--- src/rtl/memory_access_controller.sv ---
// Memory access controller: serialises one load/store/IO request at a time
// from the memory functional unit onto a fixed-latency data RAM or the byte
// IO ports, and broadcasts load/input results on the CDB.
// Optional statistics counters are built when MEM_CTRL_STAT_EN is defined;
// otherwise the stat_* ports are tied to zero.

package fcpu_pkg;
   localparam int unsigned DATA_W   = 32;
   localparam int unsigned INSTR_W  = 5;
   localparam int unsigned RSV_ID_W = 4;
   localparam int unsigned CDB_W    = RSV_ID_W + DATA_W;

   localparam logic [INSTR_W-1:0] I_NOP    = 5'h00;
   localparam logic [INSTR_W-1:0] I_ADD    = 5'h01;
   localparam logic [INSTR_W-1:0] I_LOAD   = 5'h08;
   localparam logic [INSTR_W-1:0] I_LOADB  = 5'h09;
   localparam logic [INSTR_W-1:0] I_LOADR  = 5'h0A;
   localparam logic [INSTR_W-1:0] I_STORE  = 5'h0C;
   localparam logic [INSTR_W-1:0] I_STOREB = 5'h0D;
   localparam logic [INSTR_W-1:0] I_STORER = 5'h0E;
   localparam logic [INSTR_W-1:0] I_INPUT  = 5'h10;
   localparam logic [INSTR_W-1:0] I_OUTPUT = 5'h11;
endpackage

module memory_access_controller
   import fcpu_pkg::*;
#(
   parameter int unsigned MEM_LATENCY = 2,
   parameter int unsigned ADDR_W      = 16
) (
   input  logic                clk,
   input  logic                nrst,
   input  logic                i_valid,
   output logic                i_ready,
   input  logic [INSTR_W-1:0]  i_opcode,
   input  logic [RSV_ID_W-1:0] i_rsv_id,
   input  logic [DATA_W-1:0]   i_address,
   input  logic [DATA_W-1:0]   i_data,
   output logic                mem_en,
   output logic                mem_we,
   output logic [ADDR_W-1:0]   mem_addr,
   output logic [DATA_W-1:0]   mem_wdata,
   input  logic [DATA_W-1:0]   mem_rdata,
   input  logic                io_rx_valid,
   output logic                io_rx_ready,
   input  logic [7:0]          io_rx_data,
   output logic                io_tx_valid,
   input  logic                io_tx_ready,
   output logic [7:0]          io_tx_data,
   output logic [CDB_W-1:0]    o_cdb,
   output logic                o_cdb_valid,
   input  logic                o_cdb_ready,
   output logic [31:0]         stat_loads,
   output logic [31:0]         stat_stores,
   output logic [31:0]         stat_stall
);

   typedef enum logic [2:0] {IDLE, ISSUE, WAIT, IO_IN, IO_OUT, RESP} state_e;

   localparam logic [3:0] LAT_INIT = 4'(MEM_LATENCY - 1);

   function automatic logic is_load(input logic [INSTR_W-1:0] op);
      return op inside {I_LOAD, I_LOADB, I_LOADR};
   endfunction

   function automatic logic is_store(input logic [INSTR_W-1:0] op);
      return op inside {I_STORE, I_STOREB, I_STORER};
   endfunction

   state_e              state_q, state_d;
   logic [INSTR_W-1:0]  op_q;
   logic [RSV_ID_W-1:0] rsv_q;
   logic [ADDR_W-1:0]   addr_q;
   logic [DATA_W-1:0]   wdata_q;
   logic [DATA_W-1:0]   res_q;
   logic [3:0]          lat_q;
   logic                rdy_q;
   logic                accept;

   // Upper address bits are intentionally ignored by the RAM.
   logic unused_addr_hi;
   assign unused_addr_hi = ^i_address[DATA_W-1:ADDR_W];

   assign accept = i_valid & i_ready;

   // State register.
   always_ff @(posedge clk or negedge nrst) begin
      if (!nrst) state_q <= IDLE;
      else       state_q <= state_d;
   end

   // Next-state decode.
   always_comb begin
      state_d = state_q;
      case (state_q)
         IDLE: begin
            if (accept) begin
               if (is_load(i_opcode) || is_store(i_opcode)) state_d = ISSUE;
               else if (i_opcode == I_INPUT)                state_d = IO_IN;
               else if (i_opcode == I_OUTPUT)               state_d = IO_OUT;
            end
         end
         ISSUE:  state_d = is_store(op_q) ? IDLE : WAIT;
         WAIT:   if (lat_q == 4'd0) state_d = RESP;
         IO_IN:  if (io_rx_valid)   state_d = RESP;
         IO_OUT: if (io_tx_ready)   state_d = IDLE;
         RESP:   if (o_cdb_ready)   state_d = IDLE;
         default: state_d = IDLE;
      endcase
   end

   // Outputs decoded from state and latched fields only.
   always_comb begin
      i_ready     = (state_q == IDLE) && rdy_q;
      mem_en      = (state_q == ISSUE);
      mem_we      = (state_q == ISSUE) && is_store(op_q);
      mem_addr    = (state_q == ISSUE) ? addr_q : '0;
      mem_wdata   = ((state_q == ISSUE) && is_store(op_q)) ? wdata_q : '0;
      io_rx_ready = (state_q == IO_IN);
      io_tx_valid = (state_q == IO_OUT);
      io_tx_data  = (state_q == IO_OUT) ? wdata_q[7:0] : '0;
      o_cdb_valid = (state_q == RESP);
      o_cdb       = (state_q == RESP) ? {rsv_q, res_q} : '0;
   end

   // Request latch, latency counter and result capture.
   // rdy_q holds i_ready low while in reset and for the release cycle.
   always_ff @(posedge clk or negedge nrst) begin
      if (!nrst) begin
         op_q    <= '0;
         rsv_q   <= '0;
         addr_q  <= '0;
         wdata_q <= '0;
         res_q   <= '0;
         lat_q   <= '0;
         rdy_q   <= 1'b0;
      end else begin
         rdy_q <= 1'b1;
         if (accept) begin
            op_q    <= i_opcode;
            rsv_q   <= i_rsv_id;
            addr_q  <= i_address[ADDR_W-1:0];
            wdata_q <= i_data;
         end
         if (state_q == ISSUE) lat_q <= LAT_INIT;
         if (state_q == WAIT) begin
            if (lat_q == 4'd0) res_q <= mem_rdata;
            else               lat_q <= lat_q - 4'd1;
         end
         if ((state_q == IO_IN) && io_rx_valid)
            res_q <= {{(DATA_W-8){1'b0}}, io_rx_data};
      end
   end

`ifdef MEM_CTRL_STAT_EN
   logic [31:0] loads_q, stores_q, stall_q;

   // Statistics: accepted reads, accepted writes, back-pressured cycles.
   always_ff @(posedge clk or negedge nrst) begin
      if (!nrst) begin
         loads_q  <= '0;
         stores_q <= '0;
         stall_q  <= '0;
      end else begin
         if (accept && (is_load(i_opcode) || (i_opcode == I_INPUT)))
            loads_q <= loads_q + 32'd1;
         if (accept && (is_store(i_opcode) || (i_opcode == I_OUTPUT)))
            stores_q <= stores_q + 32'd1;
         if (i_valid && !i_ready)
            stall_q <= stall_q + 32'd1;
      end
   end

   assign stat_loads  = loads_q;
   assign stat_stores = stores_q;
   assign stat_stall  = stall_q;
`else
   assign stat_loads  = '0;
   assign stat_stores = '0;
   assign stat_stall  = '0;
`endif

endmodule
--- config.mk ---
export PLATFORM = sky130hd
export DESIGN_NAME = memory_access_controller
export DESIGN_NICKNAME = d
export VERILOG_FILES = /design/src/rtl/memory_access_controller.sv
export SDC_FILE = /design/constraint.sdc
export NUM_CORES = 1
export LEC_CHECK = 0
export ABC_AREA = 1
export CORE_MARGIN = 3
export CORE_UTILIZATION = 38
export DETAILED_ROUTE_END_ITERATION = 7
export GPL_ROUTABILITY_DRIVEN = 0
export PLACE_DENSITY_LB_ADDON = 0.1
export SLEW_MARGIN = 20
export SYNTH_ARGS = -nofsm -noshare
export SYNTH_HDL_FRONTEND = slang
export SYNTH_SLANG_ARGS = --single-unit
--- constraint.sdc ---
create_clock -name clk -period 1.9 [get_ports clk]
set_input_delay 0.475 -clock clk [delete_from_list [all_inputs] [get_ports clk]]
set_output_delay 0.475 -clock clk [all_outputs]
set_load 0.1 [all_outputs]
### Yosys cells after proc, flatten, opt, wreduce, memory -nomap -nowiden

Cells that the tools add are included.

* $add $sub $neg: 1
* equal/unequal tests: 22
* multiplexer cells: 20
* bitwise gates (word level): 1
* reduce and logical (&&, ||, !) cells: 13

Operator list (number)
* $mux W32: 4
* $eq A5 B4 Y1 const B: 9
* $mux W36: 1
* $mux W3: 8
* $pmux W3 S6: 1
* $mux W16: 1
* $mux W4: 3
* $eq A5 B5 Y1 const B: 2
* $reduce_bool A3 Y1: 3
* $mux W8: 1
* $eq A3 B2 Y1 const B: 2
* $eq A3 B3 Y1 const B: 2
* $ne A2 B2 Y1 const B: 3
* $reduce_and A6 Y1: 1
* $logic_not A4 Y1: 1
* $ne A2 B1 Y1 const B: 2
* $ne A4 B4 Y1 const B: 1
* $reduce_bool A2 Y1: 2
* $sub A4 B1 Y4 const B: 1
* $eq A3 B1 Y1 const B: 1
* $logic_and A1 B1 Y1: 3
* $logic_not A3 Y1: 1
* $mux W2: 1
* $reduce_and A2 Y1: 1
* 2 further kinds: 2

* flip-flop bits (word level): 97
* logic and storage cells: 65

### Depth between registers and ports, before layout

Gate-level depths: netlist of run 1.

* depth after elaboration: 6
* gate-level depth with buffers: 9
* gate-level depth less buffers: 9

### Worst setup path before layout of run 1

Ideal clock, no wire load.

* path kind: register to output
* start point: register state_q[1]
* end point: output mem_wdata[10]
* arrival: 3.951 ns
* required time: 1.425 ns
* path slack: -2.526 ns
* stages on the path, launching flop included: 9
* path buffers: 1
* path through: dfrtp_1 inv_1 nand2_1 nor2_2 inv_2 nor2_2 inv_2 buf_2 nor2_1

* longest elaborated chain between the ends: 3

RTL lines
* from (decl): RTL line 70 `state_e state_q, state_d;`
* from (signal assigned): RTL line 89 `else state_q <= state_d;`
* $eq A3 B1 Y1
* via mem_en: RTL line 39 `output logic mem_en,`
* $logic_and A1 B1 Y1: RTL line 118 `mem_wdata = ((state_q == ISSUE) && is_store(op_q)) ? wdata_q : '0;`
* via mem_we: RTL line 40 `output logic mem_we,`
* $mux W32: RTL line 118
* to (decl): RTL line 42 `output logic [DATA_W-1:0] mem_wdata,`

The timed path passes the listed nets, and every way through them passes these cells.

### Worst setup path in the final report of run 1

* start point: register state_q[1]
* end point: output mem_wdata[21]

* longest elaborated chain between the ends: 3

RTL lines (RTL line)
* $eq A3 B1 Y1: 118
* $logic_and A1 B1 Y1: 118
* $mux W32: 118

Every way passes these cells.

==> run metrics, run 1 <==
DRT Wirelength=15300 µm; Hold WC Path Type=input port to asynchronous set/reset pin; Finish-stage setup viols=95; FF-to-FF End=rsv_q[3]; Most Frequent Cell on Critical Path=nor2_4; Syn Inst Count=681; register area=2427 µm²; Layout Nets=1027; fraction of layout instances using a drive strength above 1=31.17%; Reg clk slew, reported paths=0.07 ns; Vias=4770; CTS Buf Count=9; Critical Path Source Type=flop; Leak=0.004194 µW; detailed-router iteration count before antenna repair=5; clk root buf=clkbuf_16; # clock sinks=97; vias in the first global route=4604; CTS tree=yes; Remaining DRCs=0; status=finished with violations; Setup TNS=-20.63 ns; largest net degree at the start of global routing=52; RSZ-0062 raised after global routing=yes; Distinct cells, synth=24; syn_area_per_cell=7.761 µm²; H-tree depth=3; CTS Hold Buffers Added=0; stages on the worst setup path=9; Seq/Total Area, Yosys=45.93%; chip width=123.9 µm; Cell Pwr Density=1215 nW/µm²; number of diodes=0; failing checks=negative setup slack; clock latency on the worst-skew pair=0.34 ns; max cap viols=0; GR Overflow Total=0; Data arrival, critical path=1.73 ns; area grow syn2layout=83.50%; die area=15360 µm²; FP Rows=42; VDD IR max=1.118 mV; Mapped Area=5285 µm²; Non-Filler Instances=1087; Crit-path slowest cell=dfrtp_1; multi-input logic area=2675 µm²; final period utilization=116.0%; Max Clock Skew=0.006336 ns; Worst setup EP type=output pin; f_max=453.8 MHz; Pins Over Slew Limit=0; CP cell instances=inv_2 -> nand2_4 -> nor2_4 -> inv_4 -> nor2_4 -> inv_4 -> buf_12 -> nor2_4 -> buf_12; Syn. warnings=0; Critical Path RT=1.42 ns; post-route ant nets=0; initial antenna violation count=0; clock buffer depth=2; setup ws final=-0.3035 ns; Final Hold Viols=0; number of cells after detailed placement=1052; slowest stage delay, CP=0.39 ns; initial drt markers=224; Die Height=123.9 µm; DP HPWL=11230 µm; flops & latches, synth=97; worst r2r src=state_q[0]; PortBufs=200; Avg Vias per Cell=4.388; Filler cells=978; R2R Setup Slk=0.04 ns; GRT Util Overall=19.27%; initial core utilization=39.44%; io pins=313; first-pass GRT wire length=22810 µm; Worst Path Buf+Inv=5; R2R cell count=11; crit-path max FO=10; critical path's top delay family=buffers and inverters; minimum clock period=2.204 ns; Hold WS=0.05468 ns; core area=13400 µm²; CP Class=flop to output pin; post-DR wirelength/cell=14.07 µm
-- placed cells by master, fill, tap and decap left out, drive strengths merged --
cell type	n
xor2	1
conb	97
clkbuf	14
a21oi	8
o21a	1
inv	118
o21ai	90
nand4	2
nor2	113
nand3	15
nand3b	1
nand2	113
buf	135
clkinv	1
bufinv	2
ha	1
clkdlybuf4s50	101
xnor2	1
dfrtp	97
-- Yosys cell counts, drive strengths merged --
library cell  instances  area (µm²)
buf                 120       867.1
inv                 114       427.9
nand2               113       431.7
nor2                113       444.2
dfrtp                97        2427
o21ai                90       499.2
nand3                15       75.07
a21oi                 8       40.04
clkbuf                2       7.510
conb                  2       7.510
nand4                 2       12.51
ha                    1       12.51
nand3b                1       7.510
o21a                  1       7.510
xnor2                 1       8.760
xor2                  1       8.760
-- metrics by stage --
| step | instance area (µm²) | util (%) | worst slack, ns | total power (µW) |
|---|---|---|---|---|
| floorplan | 6436 | - | -1.195 | 7854 |
| global placement | 9001 | 67.17 | 0.02228 | 9265 |
| detailed placement | 9001 | 67.17 | -0.006437 | 9434 |
| CTS | 9477 | 70.72 | -0.3309 | 11570 |
| global route | 9698 | 72.37 | -0.3831 | 12430 |
| finish | 9698 | 72.37 | -0.3035 | 11780 |
-- state kept, by name, indices dropped and copies added, names as in the netlist --
name and cells:
rdy_q 1, wdata_q 32, state_q 3, rsv_q 4, res_q 32, lat_q 4, op_q 5, addr_q 16
-- per-layer routing --
metal | track usage [%] | vias up | part of all wire [%]
met5 | 0 | - | 0
met4 | 8.419 | 0 | 2.6
met3 | 4.678 | 28 | 8.9
met2 | 32.75 | 219 | 51
met1 | 23.23 | 2218 | 38
li1 | - | 2305 | -
-- cells by family (layout without fill, tap and decap cells) --
group,count (synthesis),count (layout),synth area share (%)
simple gates,244,244,18.37
buf+inv,236,371,24.64
compound gates,99,99,10.35
flops,97,97,45.93
other cells,2,97,0.1421
xor+xnor,2,2,0.3315
fa+ha+maj,1,1,0.2367
-- worst reg2reg max path: stages, from the launching register on --
cell and delay (ns):
dfrtp_1 0.41, buf_6 0.14, buf_6 0.11, buf_6 0.11, nor2_4 0.12, nand3_2 0.10
buf_6 0.13, nor2_4 0.18, buf_6 0.16, buf_12 0.15, nand2_1 0.06, o21ai_0 0.09
-- what timing repair did --
action / 4_1_cts / 5_1_grt
cloned: 4 / 2
pin swaps: 9 / 12
gates resized for setup: 22 / 24
setup buffers: 6 / 9
endpoints found under the setup margin: 94 / 99
-- worst max path at each step --
stage | startpoint | slack (ns) | endpoint
after floorplan | state_q[1] | -1.20 | mem_wdata[10]
after global placement | state_q[1] | 0.02 | mem_wdata[5]
after detailed placement | state_q[1] | -0.006 | mem_wdata[12]
after CTS | state_q[1] | -0.33 | mem_wdata[21]
after global routing | state_q[1] | -0.38 | mem_wdata[2]
final | state_q[1] | -0.30 | mem_wdata[21]
-- where the power goes --
group	internal [µW]	leakage [µW]	switching, µW
Clock	1180	0.000153	745
Sequential	2970	0.00123	284
Combinational	2030	0.00281	4580
Total	6170	0.00419	5610
-- cell type report --
type | count | area share [%]
Timing Repair Buffer | 238 | 36.58
Multi-Input combinational cell | 443 | 27.58
Sequential cell | 97 | 25.03
Inverter | 114 | 4.632
Clock buffer | 12 | 2.542
Tap cell | 176 | 2.271
Timing Repair inverter | 4 | 0.6967
Clock inverter | 3 | 0.6709
No activity file was read; power rests on OpenSTA's default activity.
==> inputs of run 2 (changes only) <==
--- a/config.mk
+++ b/config.mk
@@ -7,7 +7,7 @@
 export LEC_CHECK = 0
 export ABC_AREA = 1
 export CORE_MARGIN = 3
-export CORE_UTILIZATION = 38
+export CORE_UTILIZATION = 30
 export DETAILED_ROUTE_END_ITERATION = 7
 export GPL_ROUTABILITY_DRIVEN = 0
 export PLACE_DENSITY_LB_ADDON = 0.1
==> run metrics, run 2 (synthesized netlist as in run 1, its figures left out) <==
status=finished with violations; failing checks=negative setup slack; Final Hold Viols=0 (unchanged); Leak=0.004198 µW (about the same); first-pass GRT wire length=24390 µm (+6.9%); Clk pwr share=16.0% (-0.3 points); Cell Pwr Density=1184 nW/µm² (-2.5%); total internal power=5960 µW (-3.5%); Sw Pwr=5511 µW (-1.7%); Critical Path Source Type=flop; Util after Layout=57.19% (-15 points); max cap viols=0 (unchanged); Max Clock Skew=0.005945 ns (-0.0003911 ns); H-tree depth=3 (unchanged); VDD IR max=0.9231 mV (-17%); area grow syn2layout=83.26%; Reg clk slew, reported paths=0.07 ns (about the same); clock buffer depth=2 (unchanged); slowest stage delay, CP=0.39 ns (about the same); core area=16940 µm² (+26%); initial core utilization=31.21% (-8.2 points); GR Overflow Total=0 (unchanged); initial antenna violation count=0 (unchanged); final period utilization=115.4% (-0.57 points); share of power burned in registers=28.3% (+0.7 points); post-DR wirelength/cell=13.27 µm (-5.7%); cell area after layout=9686 µm² (-0.13%); die area=19250 µm² (+25%); number of cells after detailed placement=1101 (+4.7%); Non-Filler Instances=1135 (+4.4%); Avg Vias per Cell=4.137 (-5.7%); Critical Path RT=1.42 ns (about the same); met1 global-route usage=18.50% (-4.7 points); CTS Buf Count=9 (unchanged); commonest cells after routing, fill and taps aside=buf_12, nand2_1, inv_1; f_max=456.1 MHz (+0.50%); number of diodes=0 (unchanged); vias in the first global route=4752 (+3.2%); Layout Nets=1030 (+0.29%); FF-to-FF End=addr_q[4]; R2R Setup Slk=0.20 ns (+0.16 ns); # clock sinks=97 (unchanged); CTS tree=yes; detailed-router iteration count before antenna repair=4 (-1); clock latency on the worst-skew pair=0.34 ns (about the same); Most Frequent Cell on Critical Path=nor2_4; chip width=138.7 µm (+12%); Die Height=138.7 µm (+12%); initial drt markers=140 (-38%); met2 GRT Util=27.13% (-5.6 points); Hold WS=0.08428 ns (+0.02960 ns); crit-path max FO=8 (-2); post-route ant nets=0 (unchanged); largest net degree at the start of global routing=59 (+13%); DP HPWL=11690 µm (+4.1%); Finish-stage setup viols=95 (unchanged); RSZ-0062 raised after global routing=yes; total power draw=11470 µW (-2.6%); Vias=4696 (-1.6%); commonest non-fill, non-tap cell in the layout=buf_12; Pins Over Slew Limit=0 (unchanged); Crit-path slowest cell=dfrtp_1; Worst setup EP type=output pin; Data arrival, critical path=1.72 ns (about the same); CP Class=flop to output pin; FP Rows=47 (+12%); DP Area=9131 µm² (+1.4%); setup ws final=-0.2927 ns (+0.01086 ns); worst r2r src=state_q[0]; PortBufs=200 (unchanged); grt met3 use=4.241% (-0.44 points); crit path to=mem_wdata[21]; Hold WC Path Type=input port to asynchronous set/reset pin; busiest grt layer=met2; Logic pwr share=55.8% (-0.3 points); DRT Wirelength=15070 µm (-1.5%); minimum clock period=2.193 ns (-0.01086 ns); GRT Util Overall=15.59% (-3.7 points); CTS Hold Buffers Added=0 (unchanged); switching part of the total=48.05% (+0.45 points); Crit. Startpoint=state_q[1]; R2R cell count=8 (-3); CP cell instances=inv_2 -> nand2_4 -> nor2_4 -> inv_2 -> nor2_4 -> inv_4 -> buf_12 -> nor2_4 -> buf_12; io pins=313 (unchanged); fraction of layout instances using a drive strength above 1=31.26% (+0.082 points); clk root buf=clkbuf_16; biggest regs=res_q x32, wdata_q x32, addr_q x16; Remaining DRCs=0 (unchanged)
==> run 2: worst min path at each step <==
stage | endpoint | slack, ns
after floorplan | addr_q[0] | 0.18
after global placement | rsv_q[0] | 0.46
after detailed placement | wdata_q[26] | 0.47
after CTS | wdata_q[26] | 0.08
after global routing | wdata_q[26] | 0.10
final | wdata_q[26] | 0.08
==> run 2: area by class of cell <==
class	count	area [µm²]
clock buffer	10	229.0
clock inverter	6	66.31
fill	1455	7251
inverter	114	435.4
multi-input combinational	443	2660
sequential	97	2429
tap	220	275.3
timing repair buffer	245	3591
==> run 2: what timing repair did <==
| action | 4_1_cts | 5_1_grt |
|---|---|---|
| cloned | 3 | 0 |
| resized for setup | 10 | 12 |
| pin swaps | 9 | 9 |
| setup buffers | 8 | 9 |
| setup endpoints to repair | 95 | 96 |
==> run 2: through the flow <==
| step | setup TNS, ns | setup WS [ns] |
|---|---|---|
| floorplan | -75.62 | -1.195 |
| global placement | 0 | 0.05596 |
| detailed placement | 0 | 0.03863 |
| CTS | -23.65 | -0.3263 |
| global route | -30.93 | -0.3844 |
| finish | -22.46 | -0.2927 |
==> run 2: power groups by stage <==
stage / sequential, µW / clock [µW] / combinational [µW]
2_1_floorplan: 3230 / 0 / 4630
5_1_grt: 3330 / 1990 / 6860
6_report: 3240 / 1830 / 6400
3_5_place_dp: 3280 / 0 / 6200
4_1_cts: 3240 / 1910 / 6400
3_3_place_gp: 3250 / 0 / 6070
==> run 2: worst max-delay path: cells and delay by family, from the launching register on <==
kind	cells	cell delay, ns
buffers and inverters	5	0.56
and+or+nand+nor	4	0.41
DFF	1	0.39
==> run 2: metal layers <==
metal  wire length, µm  share of wire (%)
met1              5886                 39
met2              7758                 51
met3              1190                7.9
met4               229                1.5
met5                 0                  0
